**config.mk**
```make
export PLATFORM = sky130hd
export DESIGN_NAME = wishbone_lsu
export DESIGN_NICKNAME = d
export VERILOG_FILES = /design/src/rtl/wishbone_lsu.sv
export SDC_FILE = /design/constraint.sdc
export NUM_CORES = 1
export LEC_CHECK = 0
export CAP_MARGIN = 20
export CORE_UTILIZATION = 39
export DETAILED_ROUTE_END_ITERATION = 8
export MAX_ROUTING_LAYER = met4
export PLACE_DENSITY = 0.82
export SLEW_MARGIN = 25
export SYNTH_ARGS = -nofsm -noshare
export SYNTH_HDL_FRONTEND = slang
export SYNTH_SLANG_ARGS = --single-unit
```
**constraint.sdc**
```tcl
create_clock -name CLK_I -period 4.9 [get_ports CLK_I]
set_input_delay 0.98 -clock CLK_I [delete_from_list [all_inputs] [get_ports CLK_I]]
set_output_delay 0.98 -clock CLK_I [all_outputs]
set_load 0.03 [all_outputs]
```
**src/rtl/wishbone_lsu.sv**
```systemverilog
// ---------------------------------------------------------------------------
// wishbone_lsu
//   Load/store unit that turns one core access request into a single
//   Wishbone classic bus cycle. Handles byte/half/word(/double) sizes,
//   lane steering of store data, lane extraction plus sign/zero extension
//   of load data, alignment faults and bus errors.
//
//   Optional feature macro: LSU_TIMEOUT_EN
//     defined   : a BUS-state cycle counter aborts a cycle after TIMEOUT
//                 clocks without ACK_I/ERR_I and reports it as a bus error.
//     undefined : no counter; BUS waits indefinitely for ACK_I/ERR_I.
//
// Parameters
//   AW       address width in bits
//   DW       data width in bits (32 or 64)
//   TIMEOUT  bus-cycle abort limit in clocks (only with LSU_TIMEOUT_EN)
//
// Ports
//   CLK_I, RST_I          clock, asynchronous active-low reset
//   I_req, I_we, I_size,  core request (sampled only while idle)
//   I_unsigned, I_addr,
//   I_wdata
//   O_busy                state is not IDLE
//   O_done                one-cycle completion pulse
//   O_rdata               extended load data, valid with O_done
//   O_misaligned          alignment fault qualifier, valid with O_done
//   O_buserr              bus error / timeout qualifier, valid with O_done
//   CYC_O .. ERR_I        Wishbone classic master interface
// ---------------------------------------------------------------------------
module wishbone_lsu #(
  parameter int AW      = 32,
  parameter int DW      = 32,
  parameter int TIMEOUT = 255
) (
  input  logic            CLK_I,
  input  logic            RST_I,
  input  logic            I_req,
  input  logic            I_we,
  input  logic [1:0]      I_size,
  input  logic            I_unsigned,
  input  logic [AW-1:0]   I_addr,
  input  logic [DW-1:0]   I_wdata,
  output logic            O_busy,
  output logic            O_done,
  output logic [DW-1:0]   O_rdata,
  output logic            O_misaligned,
  output logic            O_buserr,
  output logic            CYC_O,
  output logic            STB_O,
  output logic            WE_O,
  output logic [DW/8-1:0] SEL_O,
  output logic [AW-1:0]   ADR_O,
  output logic [DW-1:0]   DAT_O,
  input  logic [DW-1:0]   DAT_I,
  input  logic            ACK_I,
  input  logic            ERR_I
);

  localparam int NB = DW / 8;
  localparam int LB = $clog2(NB);
  localparam bit CFG_OK = (TIMEOUT >= 1) && ((DW == 32) || (DW == 64));

  if (!CFG_OK) begin : g_cfg_check
    $error("wishbone_lsu: DW must be 32 or 64 and TIMEOUT must be >= 1");
  end

  typedef enum logic [1:0] {
    IDLE = 2'd0,
    BUS  = 2'd1,
    DONE = 2'd2
  } state_t;

  state_t         state_reg;
  logic           busy_reg;
  logic           done_reg;
  logic           misaligned_reg;
  logic           buserr_reg;
  logic [DW-1:0]  rdata_reg;
  logic           cyc_reg;
  logic           stb_reg;
  logic           we_reg;
  logic [NB-1:0]  sel_reg;
  logic [AW-1:0]  adr_reg;
  logic [DW-1:0]  dat_o_reg;

  // Request attributes kept for the load-data return path.
  logic [1:0]     size_reg;
  logic           unsigned_reg;
  logic [LB-1:0]  lane_reg;

  // ---------------------------------------------------------------------
  // Request decode (from live core inputs, used only on the IDLE edge)
  // ---------------------------------------------------------------------
  logic [LB-1:0]  req_lane;
  logic [3:0]     req_bytes;
  logic           misaligned_next;
  logic [NB-1:0]  sel_next;
  logic [DW-1:0]  wdata_masked;
  logic [DW-1:0]  dat_o_next;
  logic [AW-1:0]  adr_next;

  assign req_lane = I_addr[LB-1:0];

  always_comb begin
    req_bytes = 4'd1;
    case (I_size)
      2'b00:   req_bytes = 4'd1;
      2'b01:   req_bytes = 4'd2;
      2'b10:   req_bytes = 4'd4;
      default: req_bytes = 4'd8;
    endcase
  end

  // A double access on a 32-bit bus can never be served, so it is folded
  // into the alignment fault instead of being a separate error class.
  always_comb begin
    misaligned_next = 1'b0;
    case (I_size)
      2'b00:   misaligned_next = 1'b0;
      2'b01:   misaligned_next = I_addr[0];
      2'b10:   misaligned_next = |I_addr[1:0];
      default: misaligned_next = (DW == 32) ? 1'b1 : |I_addr[2:0];
    endcase
  end

  // Byte enable for lane gi: inside [lane, lane + bytes).
  for (genvar gi = 0; gi < NB; gi++) begin : g_sel
    assign sel_next[gi] = (gi >= int'(req_lane)) &&
                          (gi < int'(req_lane) + int'(req_bytes));
  end

  // Keep unselected lanes clean by dropping store bits above the size.
  always_comb begin
    wdata_masked = I_wdata;
    case (I_size)
      2'b00:   wdata_masked = DW'(I_wdata[7:0]);
      2'b01:   wdata_masked = DW'(I_wdata[15:0]);
      2'b10:   wdata_masked = DW'(I_wdata[31:0]);
      default: wdata_masked = I_wdata;
    endcase
  end

  assign dat_o_next = wdata_masked << {req_lane, 3'b000};
  assign adr_next   = {I_addr[AW-1:LB], {LB{1'b0}}};

  // ---------------------------------------------------------------------
  // Load return path: shift addressed lanes down, then extend
  // ---------------------------------------------------------------------
  logic [DW-1:0] lane_data;
  logic [DW-1:0] load_ext;
  logic          sign_bit;

  assign lane_data = DAT_I >> {lane_reg, 3'b000};

  always_comb begin
    sign_bit = 1'b0;
    case (size_reg)
      2'b00:   sign_bit = ~unsigned_reg & lane_data[7];
      2'b01:   sign_bit = ~unsigned_reg & lane_data[15];
      2'b10:   sign_bit = ~unsigned_reg & lane_data[31];
      default: sign_bit = 1'b0;
    endcase
    load_ext = {DW{sign_bit}};
    case (size_reg)
      2'b00:   load_ext[7:0]  = lane_data[7:0];
      2'b01:   load_ext[15:0] = lane_data[15:0];
      2'b10:   load_ext[31:0] = lane_data[31:0];
      default: load_ext       = lane_data;
    endcase
  end

  // ---------------------------------------------------------------------
  // Optional bus-cycle watchdog
  // ---------------------------------------------------------------------
  logic timeout_hit;

`ifdef LSU_TIMEOUT_EN
  localparam int CW = $clog2(TIMEOUT + 1);
  logic [CW-1:0] tmo_cnt_reg;
  // Counter holds the number of completed BUS cycles; firing at TIMEOUT-1
  // ends the access on the edge that closes the TIMEOUT-th BUS cycle.
  assign timeout_hit = (state_reg == BUS) && (tmo_cnt_reg == CW'(TIMEOUT - 1));
`else
  assign timeout_hit = 1'b0;
`endif

  // ---------------------------------------------------------------------
  // Control FSM with registered outputs
  // ---------------------------------------------------------------------
  always_ff @(posedge CLK_I or negedge RST_I) begin
    if (!RST_I) begin
      state_reg      <= IDLE;
      busy_reg       <= 1'b0;
      done_reg       <= 1'b0;
      misaligned_reg <= 1'b0;
      buserr_reg     <= 1'b0;
      rdata_reg      <= '0;
      cyc_reg        <= 1'b0;
      stb_reg        <= 1'b0;
      we_reg         <= 1'b0;
      sel_reg        <= '0;
      adr_reg        <= '0;
      dat_o_reg      <= '0;
      size_reg       <= 2'b00;
      unsigned_reg   <= 1'b0;
      lane_reg       <= '0;
`ifdef LSU_TIMEOUT_EN
      tmo_cnt_reg    <= '0;
`endif
    end else begin
      case (state_reg)
        IDLE: begin
          if (I_req) begin
            busy_reg <= 1'b1;
            if (misaligned_next) begin
              state_reg      <= DONE;
              done_reg       <= 1'b1;
              misaligned_reg <= 1'b1;
              rdata_reg      <= '0;
            end else begin
              state_reg    <= BUS;
              cyc_reg      <= 1'b1;
              stb_reg      <= 1'b1;
              we_reg       <= I_we;
              sel_reg      <= sel_next;
              adr_reg      <= adr_next;
              dat_o_reg    <= dat_o_next;
              size_reg     <= I_size;
              unsigned_reg <= I_unsigned;
              lane_reg     <= req_lane;
`ifdef LSU_TIMEOUT_EN
              tmo_cnt_reg  <= '0;
`endif
            end
          end
        end

        BUS: begin
          if (ERR_I || ACK_I || timeout_hit) begin
            state_reg  <= DONE;
            done_reg   <= 1'b1;
            cyc_reg    <= 1'b0;
            stb_reg    <= 1'b0;
            we_reg     <= 1'b0;
            sel_reg    <= '0;
            adr_reg    <= '0;
            dat_o_reg  <= '0;
            // ERR_I takes priority; a watchdog expiry counts only when the
            // slave stayed silent on this edge.
            buserr_reg <= ERR_I || !ACK_I;
            rdata_reg  <= (!ERR_I && ACK_I && !we_reg) ? load_ext : '0;
          end
`ifdef LSU_TIMEOUT_EN
          else begin
            tmo_cnt_reg <= tmo_cnt_reg + 1'b1;
          end
`endif
        end

        DONE: begin
          state_reg      <= IDLE;
          busy_reg       <= 1'b0;
          done_reg       <= 1'b0;
          misaligned_reg <= 1'b0;
          buserr_reg     <= 1'b0;
          rdata_reg      <= '0;
        end

        default: begin
          state_reg <= IDLE;
          busy_reg  <= 1'b0;
          done_reg  <= 1'b0;
          cyc_reg   <= 1'b0;
          stb_reg   <= 1'b0;
        end
      endcase
    end
  end

  assign O_busy       = busy_reg;
  assign O_done       = done_reg;
  assign O_rdata      = rdata_reg;
  assign O_misaligned = misaligned_reg;
  assign O_buserr     = buserr_reg;
  assign CYC_O        = cyc_reg;
  assign STB_O        = stb_reg;
  assign WE_O         = we_reg;
  assign SEL_O        = sel_reg;
  assign ADR_O        = adr_reg;
  assign DAT_O        = dat_o_reg;

endmodule

```
==> metrics.md, run 1 <==
| Metric | Value |
|---|---|
| Final ANT Viol Nets | 0 |
| Peak supply drop | 0.369 mV |
| Ports | 212 |
| Clk sinks | 111 |
| Fraction of layout instances using a drive strength above 1 | 0.0645 |
| Total Wirelength | 17.1 mm |
| Worst r2r path cells | 5 |
| Post-synth EDFFs | 0 |
| Pin count of the biggest net entering global routing | 80 |
| Root Driver | clkbuf_16 |
| Slew Limit Fails | 0 |
| Die width | 122 um |
| Clk_lat worst skew | 0.36 ns |
| GR Overflow Total | 0 |
| Avg Inst Size Synth | 11.0 sq um |
| Fin. Hold Viols | 0 |
| Critical Path Fanout Max | 22 |
| # diodes | 0 |
| Synth Cell Area | 0.00559 sq mm |
| Max-cap check violation count | 0 |
| Setup TNS | 0 ns |
| Postcts setup bufs | 0 |
| NumNets Final | 803 |
| CP Cell Sequence | clkdlybuf4s50_1, or2_2, inv_1, ha_1, inv_1, fa_1, mux2i_1, a221oi_1, mux2_1 |
| Post-Syn Instances | 508 |
| Storage element area | 0.00278 sq mm |
| CP Capture Type | flip-flop |
| GP Congestion | 0.951 |
| DP HPWL | 12.5 mm |
| Crit-path max cell delay | 0.80 ns |
| Share of the synthesized area in the top cell type | 0.497 |
| Starting Density | 0.401 |
| Max-slew headroom | 0.362 |
| Critical Path AT | 3.62 ns |
| R2R Setup Slk | 2.12 ns |
| Worst path slowest cell | clkdlybuf4s50_1 |
| Pre-antenna DRT Iters | 5 |
| Port Buffer Count | 209 |
| Clk slew on worst S/H paths | 0.08 ns |
| Buffers & Inverters on Critical Path | 3 |
| Clock Power Share | 0.158 |
| HP Class | flip-flop to flip-flop |
| Sequential fraction of the synthesis area | 0.497 |
| Setup crit start kind | primary input |
| Max layer used | met4 |
| Worst-Margin Slew | 0.955 ns |
| Post-synth cell types | 49 |
| Internal power component | 2590 uW |
| WL met2 | 8.32 mm |
| Num rows | 43 |
| Area occupied by multi-input gates | 0.00253 sq mm |
| Psw | 2010 uW |
| Die Y-Extent | 122 um |
| Wire per inst | 19.4 um |
| Fin crit share | 0.689 |
| Initial antenna violation count | 0 |
| Yosys warnings | 0 |
| Met3 routed WL | 893 um |
| Worst path required time | 5.15 ns |
| Area grow syn2layout | 43.8% |
| Core region area | 0.0139 sq mm |
| Top cells by area, synth | dfrtp_1, a22o_1, mux2i_1 |
| Min-delay src | SEL_O[0]$_DFFE_PN0P_ |
| Inserted Clock Buffers | 9 |
| Sequential group share of total power | 0.309 |
| Vias per inst | 5.65 |
| Pleak | 0.00347 uW |
| Start of the worst register-to-register path | lane_reg[0]$_DFFE_PN0P_ |
| Setup-failing EPs final | 0 |
| CTS Hold Bufs | 0 |
| Overall Power | 4610 uW |
| Power per Cell Area | 573 mW/mm^2 |
| Worst Clk Skew | 0.0118 ns |
| Status | finished clean |
| Synth Register Bits | 111 |
| Initial DRC Count | 354 |
| All-Layer GR Usage | 0.240 |
| H-tree levels | 3 |
| Final-layout fill cell count | 1161 |
| Logic pwr share | 0.533 |
| CP top delay family | buffers and inverters |
| Biggest area consumer among synthesized cells | dfrtp_1 |
| CTS resizes | 0 |
| Max Freq | 296 MHz |
| Critical path class | primary input to flip-flop |
| Reg2Reg Capture Point | O_rdata[27]$_DFFE_PN0P_ |
| Number of remaining DRC errors | 0 |
| First-pass GRT wire length | 26.4 mm |
| Most frequent CP cell | inv_1 |
| Sw frac | 0.437 |
| Via count | 4958 |
| WHS Endpoint | SEL_O[0]$_DFFE_PN0P_ |
| Vias in the first global route | 4836 |
| Met1 wire length | 7.31 mm |
| Die area | 0.0148 sq mm |
| CTS tree | done |
| Max Root-Sink Buffers | 2 |
| Min cycle time layout | 3.38 ns |
| Asr flop ratio synth | 1.00 |
| Most common flop cell mapped by yosys | dfrtp_1 |
| RSZ-0062 raised after global routing | no |
| Worst Hold Depth | 1 |
## synthesized netlist by cell type (2+ instances only)
master	number
dfrtp_1	111
a22o_1	72
nand2_1	35
mux2i_1	31
o21ai_0	28
a21oi_1	20
nor2_1	19
buf_2	15
nand2b_1	15
mux2_1	13
inv_1	12
nor2b_1	12
clkbuf_1	11
buf_4	9
nand3_1	9
o2bb2ai_1	9
o22ai_1	8
a211o_1	7
a32o_1	7
a211oi_1	6
mux2_2	6
o21ai_1	5
a21o_1	4
buf_6	4
ha_1	4
o21a_1	4
a221oi_1	3
buf_1	3
o22a_1	3
a31oi_1	2
inv_2	2
or2_2	2
## power by group through the flow
| stage | logic, uW | registers, uW | clock network (uW) |
|---|---|---|---|
| after floorplan | 1210 | 1820 | 0 |
| after global placement | 2360 | 1430 | 0 |
| after detailed placement | 2410 | 1430 | 0 |
| after CTS | 2420 | 1420 | 745 |
| after global routing | 2620 | 1460 | 781 |
| final | 2460 | 1420 | 728 |
## placed cells by master (no fill, tap or decap), types with 5 or more instances in the layout
cell type / n
buf_4: 6
dfrtp_1: 111
nor2_1: 19
a22o_1: 72
nand2_1: 35
clkdlybuf4s50_1: 207
inv_1: 12
mux2_2: 6
a21oi_1: 20
mux2_1: 13
nand2b_1: 15
o21ai_1: 5
a211oi_1: 6
nand3_1: 9
o2bb2ai_1: 9
a211o_1: 7
clkbuf_16: 9
a32o_1: 7
o21ai_0: 28
mux2i_1: 31
nor2b_1: 12
o22ai_1: 8
## logic make-up after synthesis
group,Yosys count,synth area share
mux,51,0.0978
flops,111,0.497
compound gates,184,0.249
simple gates,99,0.0895
fa+ha+maj,5,0.0125
other cells,1,0.000671
buf+inv,57,0.0533
## per-stage QoR
step | instances | hold WS, ns | util | worst slack (ns) | area (sq um)
after global placement | 861 | 0.461 | 0.554 | 1.26 | 7720
after floorplan | 509 | 0.494 | - | 2.16 | 5600
after CTS | 877 | 0.485 | 0.575 | 1.50 | 8010
after detailed placement | 861 | 0.466 | 0.554 | 1.13 | 7720
after global routing | 878 | 0.512 | 0.577 | 1.41 | 8040
final | 878 | 0.483 | 0.577 | 1.52 | 8040
## metal layers
layer  vias to the layer above  track usage
met1                      2453        0.316
li1                       2267            -
met4                         0        0.112
met3                        38       0.0286
met5                         -            -
met2                       200        0.370
## worst max-delay path by stage
stage	from	endpoint	slack [ns]	cells past startpoint
floorplan	I_size[1]	SEL_O[2]$_DFFE_PN0P_	2.16	9
global placement	I_size[1]	DAT_O[14]$_DFFE_PN0P_	1.26	6
detailed placement	I_size[1]	DAT_O[14]$_DFFE_PN0P_	1.13	6
CTS	I_size[1]	DAT_O[11]$_DFFE_PN0P_	1.50	6
global route	I_size[1]	SEL_O[2]$_DFFE_PN0P_	1.41	9
finish	I_size[1]	SEL_O[2]$_DFFE_PN0P_	1.52	9
## layout make-up
class	instances	share of cell area
well taps	180	0.0280
repair buffers	216	0.269
multi-input cells	341	0.315
flip-flops and latches	111	0.346
inverters	14	0.00654
clock buffers	10	0.0285
clock inverters	6	0.00732
No activity file was read; power rests on OpenSTA's default activity.
==> inputs of run 2 (changes only) <==
==> constraint.sdc (replaced) <==
create_clock -name CLK_I -period 3.5 [get_ports CLK_I]
set_input_delay 0.7 -clock CLK_I [delete_from_list [all_inputs] [get_ports CLK_I]]
set_output_delay 0.7 -clock CLK_I [all_outputs]
set_load 0.03 [all_outputs]
==> metrics.md, run 2 (same netlist as run 1, synthesis figures left out) <==
| Metric | Value |
|---|---|
| Status | finished clean |
| Worst path required time | 3.79 ns |
| First-pass GRT wire length | 26.4 mm |
| Wire per inst | 19.5 um |
| Port Buffer Count | 209 |
| Max-slew headroom | 0.303 |
| Total Wirelength | 17.2 mm |
| GP Congestion | 0.930 |
| Number of remaining DRC errors | 0 |
| Fraction of layout instances using a drive strength above 1 | 0.0685 |
| Power per Cell Area | 805 mW/mm^2 |
| Vias in the first global route | 4813 |
| Postcts setup bufs | 0 |
| CTS Hold Bufs | 0 |
| CTS resizes | 0 |
| RSZ-0062 raised after global routing | no |
| Starting Density | 0.401 |
| # diodes | 0 |
| Core region area | 0.0139 sq mm |
| Min cycle time layout | 2.75 ns |
| Final-layout fill cell count | 1126 |
| Initial DRC Count | 363 |
| Clk sinks | 111 |
| Storage element area | 0.00278 sq mm |
| Root Driver | clkbuf_16 |
| Most frequent cells in the layout | clkdlybuf4s50_1, dfrtp_1, a22o_1 |
| All-Layer GR Usage | 0.239 |
| Die Y-Extent | 122 um |
| Critical path class | primary input to flip-flop |
| Pre-CTS WS | 0.394 ns |
| Fin crit share | 0.784 |
| H-tree levels | 3 |
| Slew Limit Fails | 0 |
| Die area | 0.0148 sq mm |
| Vias per inst | 5.64 |
| Clk_lat worst skew | 0.35 ns |
| Die width | 122 um |
| Setup-failing EPs final | 0 |
| Initial antenna violation count | 0 |
| Pin count of the biggest net entering global routing | 68 |
| Pleak | 0.00350 uW |
| Critical Path Fanout Max | 31 |
| Fin. Hold Viols | 0 |
| Setup WS post-layout | 0.754 ns |
| Clk slew on worst S/H paths | 0.08 ns |
| Max Root-Sink Buffers | 2 |
| Max Freq | 364 MHz |
| HP Class | primary input to asynchronous set/reset pin |
| Area occupied by multi-input gates | 0.00253 sq mm |
| NumNets Final | 806 |
| Ports | 212 |
| Final ANT Viol Nets | 0 |
| Commonest non-fill, non-tap cell in the layout | clkdlybuf4s50_1 |
| Max-cap check violation count | 0 |
| Worst-Margin Slew | 1.04 ns |
| Worst Clk Skew | 0.00841 ns |
| Num rows | 43 |
| CP Capture Type | flip-flop |
| GR Overflow Total | 0 |
| Inserted Clock Buffers | 9 |
| Area grow syn2layout | 44.3% |
| Critical Path AT | 3.04 ns |
| DP HPWL | 12.8 mm |
| Via count | 4966 |
| Utilization after layout | 0.579 |
| Pre-antenna DRT Iters | 5 |
| Setup crit start kind | primary input |
| Overall Power | 6500 uW |
| Setup TNS | 0 ns |
| CTS tree | done |
| Peak supply drop | 0.402 mV |
[run 2: cell count changes in the layout (fill, tap and decap cells not counted)]
| cell | before | now |
|---|---|---|
| clkbuf_1 | 1 | 0 |
| bufinv_16 | 0 | 1 |
| buf_6 | 1 | 0 |
| a21o_2 | 1 | 0 |
| a21o_1 | 3 | 4 |
| inv_6 | 2 | 3 |
| clkinv_2 | 0 | 1 |
| buf_16 | 1 | 0 |
| buf_12 | 0 | 1 |
| buf_4 | 6 | 10 |
| inv_8 | 3 | 2 |
| clkinvlp_4 | 1 | 0 |
[run 2: area by class of cell]
type                       count  area share
clock inverter                 7      0.0104
multi-input combinational    341       0.314
timing repair buffer         219       0.269
inverter                      14     0.00651
clock buffer                   9      0.0279
sequential                   111       0.344
tap                          180      0.0279
[run 2: worst max-delay path, stage by stage]
cell and delay (ns):
clkdlybuf4s50_1 0.59, buf_4 0.21, a21oi_2 0.09, or3_4 0.41, o211ai_4 0.42, buf_4 0.40
a22o_1 0.20
[run 2: final timing paths]
path	from	endpoint	slack, ns	cells past startpoint
min in group CLK_I	DAT_O[27]$_DFFE_PN0P_	DAT_O[27]$_DFFE_PN0P_	0.49	1
max reg2reg	state_reg[1]$_DFFE_PN0P_	O_rdata[20]$_DFFE_PN0P_	0.81	5
min reg2reg	DAT_O[27]$_DFFE_PN0P_	DAT_O[27]$_DFFE_PN0P_	0.49	1
max	I_size[0]	ADR_O[12]$_DFFE_PN0P_	0.75	7
max in group asynchronous	RST_I	O_rdata[7]$_DFFE_PN0P_	2.42	2
min	RST_I	O_rdata[18]$_DFFE_PN0P_	0.33	1
[run 2: layer usage]
layer / global-route usage / vias up / share of wire
met1: 0.317 / 2466 / 0.44
met5: - / - / 0
met2: 0.358 / 201 / 0.48
met4: 0.121 / 0 / 0.034
li1: - / 2255 / -
met3: 0.0328 / 44 / 0.051
[run 2: power by group]
group | switching, uW | leakage, uW | total, uW | internal [uW]
clock network | 504 | 0.000155 | 1080 | 572
logic | 1980 | 0.00187 | 3410 | 1430
registers | 343 | 0.00148 | 2010 | 1670
total | 2830 | 0.00350 | 6500 | 3670
[run 2: metrics by stage]
stage | instances | instance area, sq um | hold slack (ns)
2_1_floorplan | 509 | 5600 | 0.404
3_3_place_gp | 865 | 7760 | 0.465
3_5_place_dp | 865 | 7760 | 0.475
4_1_cts | 881 | 8070 | 0.349
5_1_grt | 881 | 8070 | 0.371
6_report | 881 | 8070 | 0.328
